`src/rtl/pipeline_stall_ctrl.sv`:
```
// Central stall/flush sequencer for the 6-stage pipeline (PC, IF, ID, EX, MEM, WB).
// Merges stage stall requests, sequences exception/ERET flushes behind bus drains, counts stalled cycles.
module pipeline_stall_ctrl #(
    parameter logic [31:0] EXC_VECTOR = 32'hBFC00380,
    parameter logic [31:0] ERET_CODE  = 32'h0000000E
) (
    input  logic        clk,
    input  logic        rst,
    input  logic        stallreq_if,
    input  logic        stallreq_id,
    input  logic        stallreq_ex,
    input  logic        stallreq_mem,
    input  logic [31:0] excepttype,
    input  logic [31:0] cp0_epc,
    input  logic        inst_bus_busy,
    input  logic        data_bus_busy,
    input  logic        perf_clr,
    output logic [5:0]  stall,
    output logic        flush,
    output logic [31:0] new_pc,
    output logic        drain_active,
    output logic [31:0] stall_cycles
);

    typedef enum logic [1:0] {
        ST_RUN   = 2'd0,
        ST_DRAIN = 2'd1,
        ST_FLUSH = 2'd2
    } state_t;

    localparam logic [5:0]  STALL_ALL = 6'b111111;
    localparam logic [31:0] CNT_MAX   = 32'hFFFFFFFF;

    state_t      state_q, state_d;
    logic [31:0] exc_q, exc_d;
    logic [31:0] epc_q, epc_d;
    logic [31:0] stall_cycles_q, stall_cycles_d;

    logic [5:0]  req_stage;
    logic [5:0]  req_stall;
    logic        bus_busy;
    logic [5:0]  stall_c;
    logic        flush_c;
    logic [31:0] new_pc_c;
    logic        drain_c;

    // Requests indexed by the stage that raises them; a request freezes its own stage and all older ones.
    assign req_stage = {1'b0, stallreq_mem, stallreq_ex, stallreq_id, stallreq_if, 1'b0};

    genvar gi;
    generate
        for (gi = 0; gi < 6; gi++) begin : g_stall_merge
            assign req_stall[gi] = |req_stage[5:gi];
        end
    endgenerate

    assign bus_busy = inst_bus_busy | data_bus_busy;

    always_comb begin
        state_d  = state_q;
        exc_d    = exc_q;
        epc_d    = epc_q;
        stall_c  = '0;
        flush_c  = 1'b0;
        new_pc_c = '0;
        drain_c  = 1'b0;
        case (state_q)
            ST_RUN: begin
                if (excepttype != 32'd0) begin
                    if (bus_busy) begin
                        stall_c = STALL_ALL;
                        exc_d   = excepttype;
                        epc_d   = cp0_epc;
                        state_d = ST_DRAIN;
                    end else begin
                        flush_c  = 1'b1;
                        new_pc_c = (excepttype == ERET_CODE) ? cp0_epc : EXC_VECTOR;
                    end
                end else begin
                    stall_c = req_stall;
                end
            end
            ST_DRAIN: begin
                stall_c = STALL_ALL;
                drain_c = 1'b1;
                if (!bus_busy) begin
                    state_d = ST_FLUSH;
                end
            end
            ST_FLUSH: begin
                flush_c  = 1'b1;
                new_pc_c = (exc_q == ERET_CODE) ? epc_q : EXC_VECTOR;
                state_d  = ST_RUN;
            end
            default: begin
                state_d = ST_RUN;
            end
        endcase
    end

    always_comb begin
        stall_cycles_d = stall_cycles_q;
        if (perf_clr) begin
            stall_cycles_d = '0;
        end else if ((stall_c != 6'd0) && (stall_cycles_q != CNT_MAX)) begin
            stall_cycles_d = stall_cycles_q + 32'd1;
        end
    end

    always_ff @(posedge clk or negedge rst) begin
        if (!rst) begin
            state_q        <= ST_RUN;
            exc_q          <= '0;
            epc_q          <= '0;
            stall_cycles_q <= '0;
        end else begin
            state_q        <= state_d;
            exc_q          <= exc_d;
            epc_q          <= epc_d;
            stall_cycles_q <= stall_cycles_d;
        end
    end

    // Control outputs are held quiet for as long as reset is asserted, not just after the edge.
    assign stall        = rst ? stall_c  : 6'd0;
    assign flush        = rst ? flush_c  : 1'b0;
    assign new_pc       = rst ? new_pc_c : 32'd0;
    assign drain_active = rst ? drain_c  : 1'b0;
    assign stall_cycles = stall_cycles_q;

endmodule

```
`config.mk`:
```
export PLATFORM = sky130hd
export DESIGN_NAME = pipeline_stall_ctrl
export DESIGN_NICKNAME = d
export VERILOG_FILES = /design/src/rtl/pipeline_stall_ctrl.sv
export SDC_FILE = /design/constraint.sdc
export NUM_CORES = 1
export LEC_CHECK = 0
export CORE_MARGIN = 5
export CORE_UTILIZATION = 52
export DETAILED_ROUTE_END_ITERATION = 10
export GPL_TIMING_DRIVEN = 0
export PLACE_DENSITY_LB_ADDON = 0.3
export SLEW_MARGIN = 10
export SYNTH_ARGS = -nofsm -noshare
export SYNTH_HDL_FRONTEND = slang
export SYNTH_SLANG_ARGS = --single-unit
```
`constraint.sdc`:
```
create_clock -name clk -period 6.26 [get_ports clk]
set_input_delay 1.252 -clock clk [delete_from_list [all_inputs] [get_ports clk]]
set_output_delay 1.252 -clock clk [all_outputs]
set_load 0.1 [all_outputs]
```
==> key figures <==
Clock tree
  – Root Buffer: clkbuf_8
  – Max clock buf depth: 2
  – Cts-stage hold buffer count: 0
  – Clk_lat worst skew: 0.36 ns
  – CTS Buf Count: 9
  – Setup Fix Bufs, Post-CTS: 0
  – TritonCTS clock tree: built
  – CTS resizes: 0
  – Clock net sink count: 98
  – Number of H-tree levels: 3
  – Clock Pin Slew Worst Setup and Hold Paths: 0.10 ns

Global route
  – Initial antenna violation count: 0
  – Vias in the first global route: 4578
  – GR Util All Layers: 23.7%
  – First-pass GRT wire length: 22100 um
  – Grt ovf: 0
  – Largest net degree at the start of global routing: 53

Layout
  – Final net count: 692
  – Post-route cell area: 6860 um2
  – Area Growth Syn to Fin: 37.2%
  – Share of cells above drive strength 1: 16.7%
  – Core Util, Final: 73.6%
  – Ant diodes: 0

Die
  – Boundary Pins: 145
  – Die Span Y: 108 um
  – CORE AREA: 9330 um2
  – Row cnt: 35
  – Die area: 11700 um2
  – Die Wd: 108 um
  – Initial core utilization: 53.6%

Critical path
  – Req. time, crit path: 5.01 ns
  – Top delay family on crit path: buffers and inverters
  – CP Launch Type: input port
  – Worst EP arrival: 4.93 ns
  – Worst-path cell chain: clkdlybuf4s50_1, nor4_1, and4_1, nand3_1, nor4_1, clkbuf_1, a22o_1, clkdlybuf4s50_1
  – Crit-path max FO: 10
  – CP Capture Type: primary output
  – Critical path's largest stage delay: 1.14 ns
  – Critical-path top delay cell: clkdlybuf4s50_1
  – Critical Setup Path Class: in2out
  – WP buf/inv: 3

Detailed routing
  – Via count: 4391
  – Metal2 WL: 7160 um
  – Metal-1 WL: 5590 um
  – Via/cell ratio: 5.85
  – DRT Wirelength: 13800 um
  – DR pass1 iterations: 4
  – Top sig layer: met4
  – Post-DRT Antenna Nets: 0
  – WL met3: 917 um
  – Starting DRC count in detailed routing: 206
  – Drc violations: 0
  – Routed length per instance: 18.4 um

Yosys
  – Seq cells post-synth: 98
  – Number of synthesized flops with an enable pin: 0
  – Main flop type after synthesis: dfrtp_1
  – Share of the synthesized area in the top cell type: 49.0%
  – Mean Syn Cell Area: 10.8 um2
  – Largest area contributor in the netlist: dfrtp_1
  – Count of cell types in the netlist: 40
  – Area contributors post-synth: dfrtp_1 49%, mux2_2 15%, a21oi_1 3.8%
  – Mapped Nets: 537
  – Ys async rst share: 100%
  – Synthesized instance count: 463
  – Synth warn: 0
  – Cell Area, Synth: 5000 um2
  – Sequential share of the synthesized area: 49.0%

STA
  – Tmin final: 6.18 ns
  – Setup Viol. Count Final: 0
  – Setup Skew: 0.0129 ns
  – Tcrit/Tclk final: 98.7%
  – Worst-Margin Slew: 1.04 ns
  – TNS Setup: 0 ns
  – Max-slew violations: 0
  – Final WS setup: 0.0800 ns
  – Final hold vios: 0
  – Slew HR: 30.3%
  – Achievable Freq: 162 MHz

Power and ir drop
  – LEAKAGE: 2.78 nW
  – PwrDens: 228 nW/um2
  – Worst vdd ir: 158 uV
  – Final Total Pwr: 1.56 mW

Placement
  – HPWL after DPL: 10600 um
  – Port bufs: 143
  – Dpl ws: 0.114 ns
  – Gp weighted congestion: 0.852
  – Placed inst area: 6620 um2

Job
  – MaxCap Viol Count: 0

Run status
  – Status: finished, final reports clean

Hold path
  – Worst min path class: reg2reg
[layout make-up]
type                            count  area [um2]
Multi-Input combinational cell    326        2370
Inverter                            9        33.8
Clock inverter                      5        86.3
Sequential cell                    98        2450
Buffer                             30         150
Clock buffer                       10         128
Fill cell                         679        2470
Timing Repair Buffer              144        1480
Tap cell                          129         161
[synth_stat cells (2+ instances only)]
library cell  instances
or2_2                 2
o31ai_1              11
nand3_1              12
or4_1                11
dfrtp_1              98
and3_1                5
nor3b_1               2
nor2b_1               5
mux2_2               65
o21ai_0              25
inv_1                 9
nand4_1              12
or3_1                14
clkbuf_1             14
o211ai_1             12
a21oi_1              38
nor2_1               22
nor4_1               17
buf_6                 2
mux2_1                5
a22o_1               20
and4_1                3
nor3_1               10
buf_4                 2
o21a_1                5
nand2_1              18
buf_2                11
[cells in the final DEF (no fill, tap or decap), drive strengths merged, types with 12 or more instances in the layout]
| cell type | count |
|---|---|
| a22o | 20 |
| buf | 17 |
| dfrtp | 98 |
| a21oi | 38 |
| o211ai | 12 |
| nand3 | 12 |
| nand2 | 18 |
| clkdlybuf4s50 | 131 |
| nor4 | 19 |
| o21ai | 25 |
| mux2 | 70 |
| nand4 | 12 |
| clkbuf | 25 |
| nor2 | 22 |
| or3 | 14 |
[routing by layer]
layer,global-route usage (%),vias up
met1,29.0,2166
met2,41.7,153
li1,-,2055
met3,5.97,17
met4,6.13,0
met5,0,-
[sequential cells by signal, summed over array words and instances (netlist names)]
register and flops:
epc_q 32, exc_q 32, stall_cycles 32, state_q 2
[cells by family (layout without fill, tap and decap cells)]
kind of cell | after synthesis | in the layout | share of synthesized area, %
and+or+nand+nor | 138 | 138 | 15.7
AOI/OAI and AO/OA | 115 | 115 | 15.2
DFF | 98 | 98 | 49.0
muxes | 71 | 71 | 16.0
buffers and inverters | 39 | 198 | 3.68
adders and majority gates | 1 | 1 | 0.250
xor gates and xnor gates | 1 | 1 | 0.175
[final timing paths]
kind,startpoint,endpoint,slack [ns],cells past startpoint
max in group asynchronous,rst,epc_q[30]$_DFFE_PN0P_,4.67,2
worst min register to register,exc_q[2]$_DFFE_PN0P_,exc_q[2]$_DFFE_PN0P_,0.50,1
min in group asynchronous,rst,stall_cycles[26]$_DFFE_PN0P_,0.91,1
worst max-delay path,excepttype[21],new_pc[20],0.08,8
worst max register to register,stall_cycles[0]$_DFFE_PN0P_,stall_cycles[1]$_DFFE_PN0P_,3.79,9
worst min-delay path,exc_q[2]$_DFFE_PN0P_,exc_q[2]$_DFFE_PN0P_,0.50,1
[metrics by stage]
step	instances	hold slack (ns)
6_report	751	0.502
5_1_grt	751	0.509
4_1_cts	751	0.502
3_5_place_dp	736	0.477
3_3_place_gp	735	0.471
2_1_floorplan	463	0.459
[power by group]
part,total [mW],switching [mW],internal [mW]
logic,0.326,0.172,0.154
clock network,0.453,0.226,0.227
registers,0.783,0.0536,0.729
No activity file was read; power rests on OpenSTA's default activity.
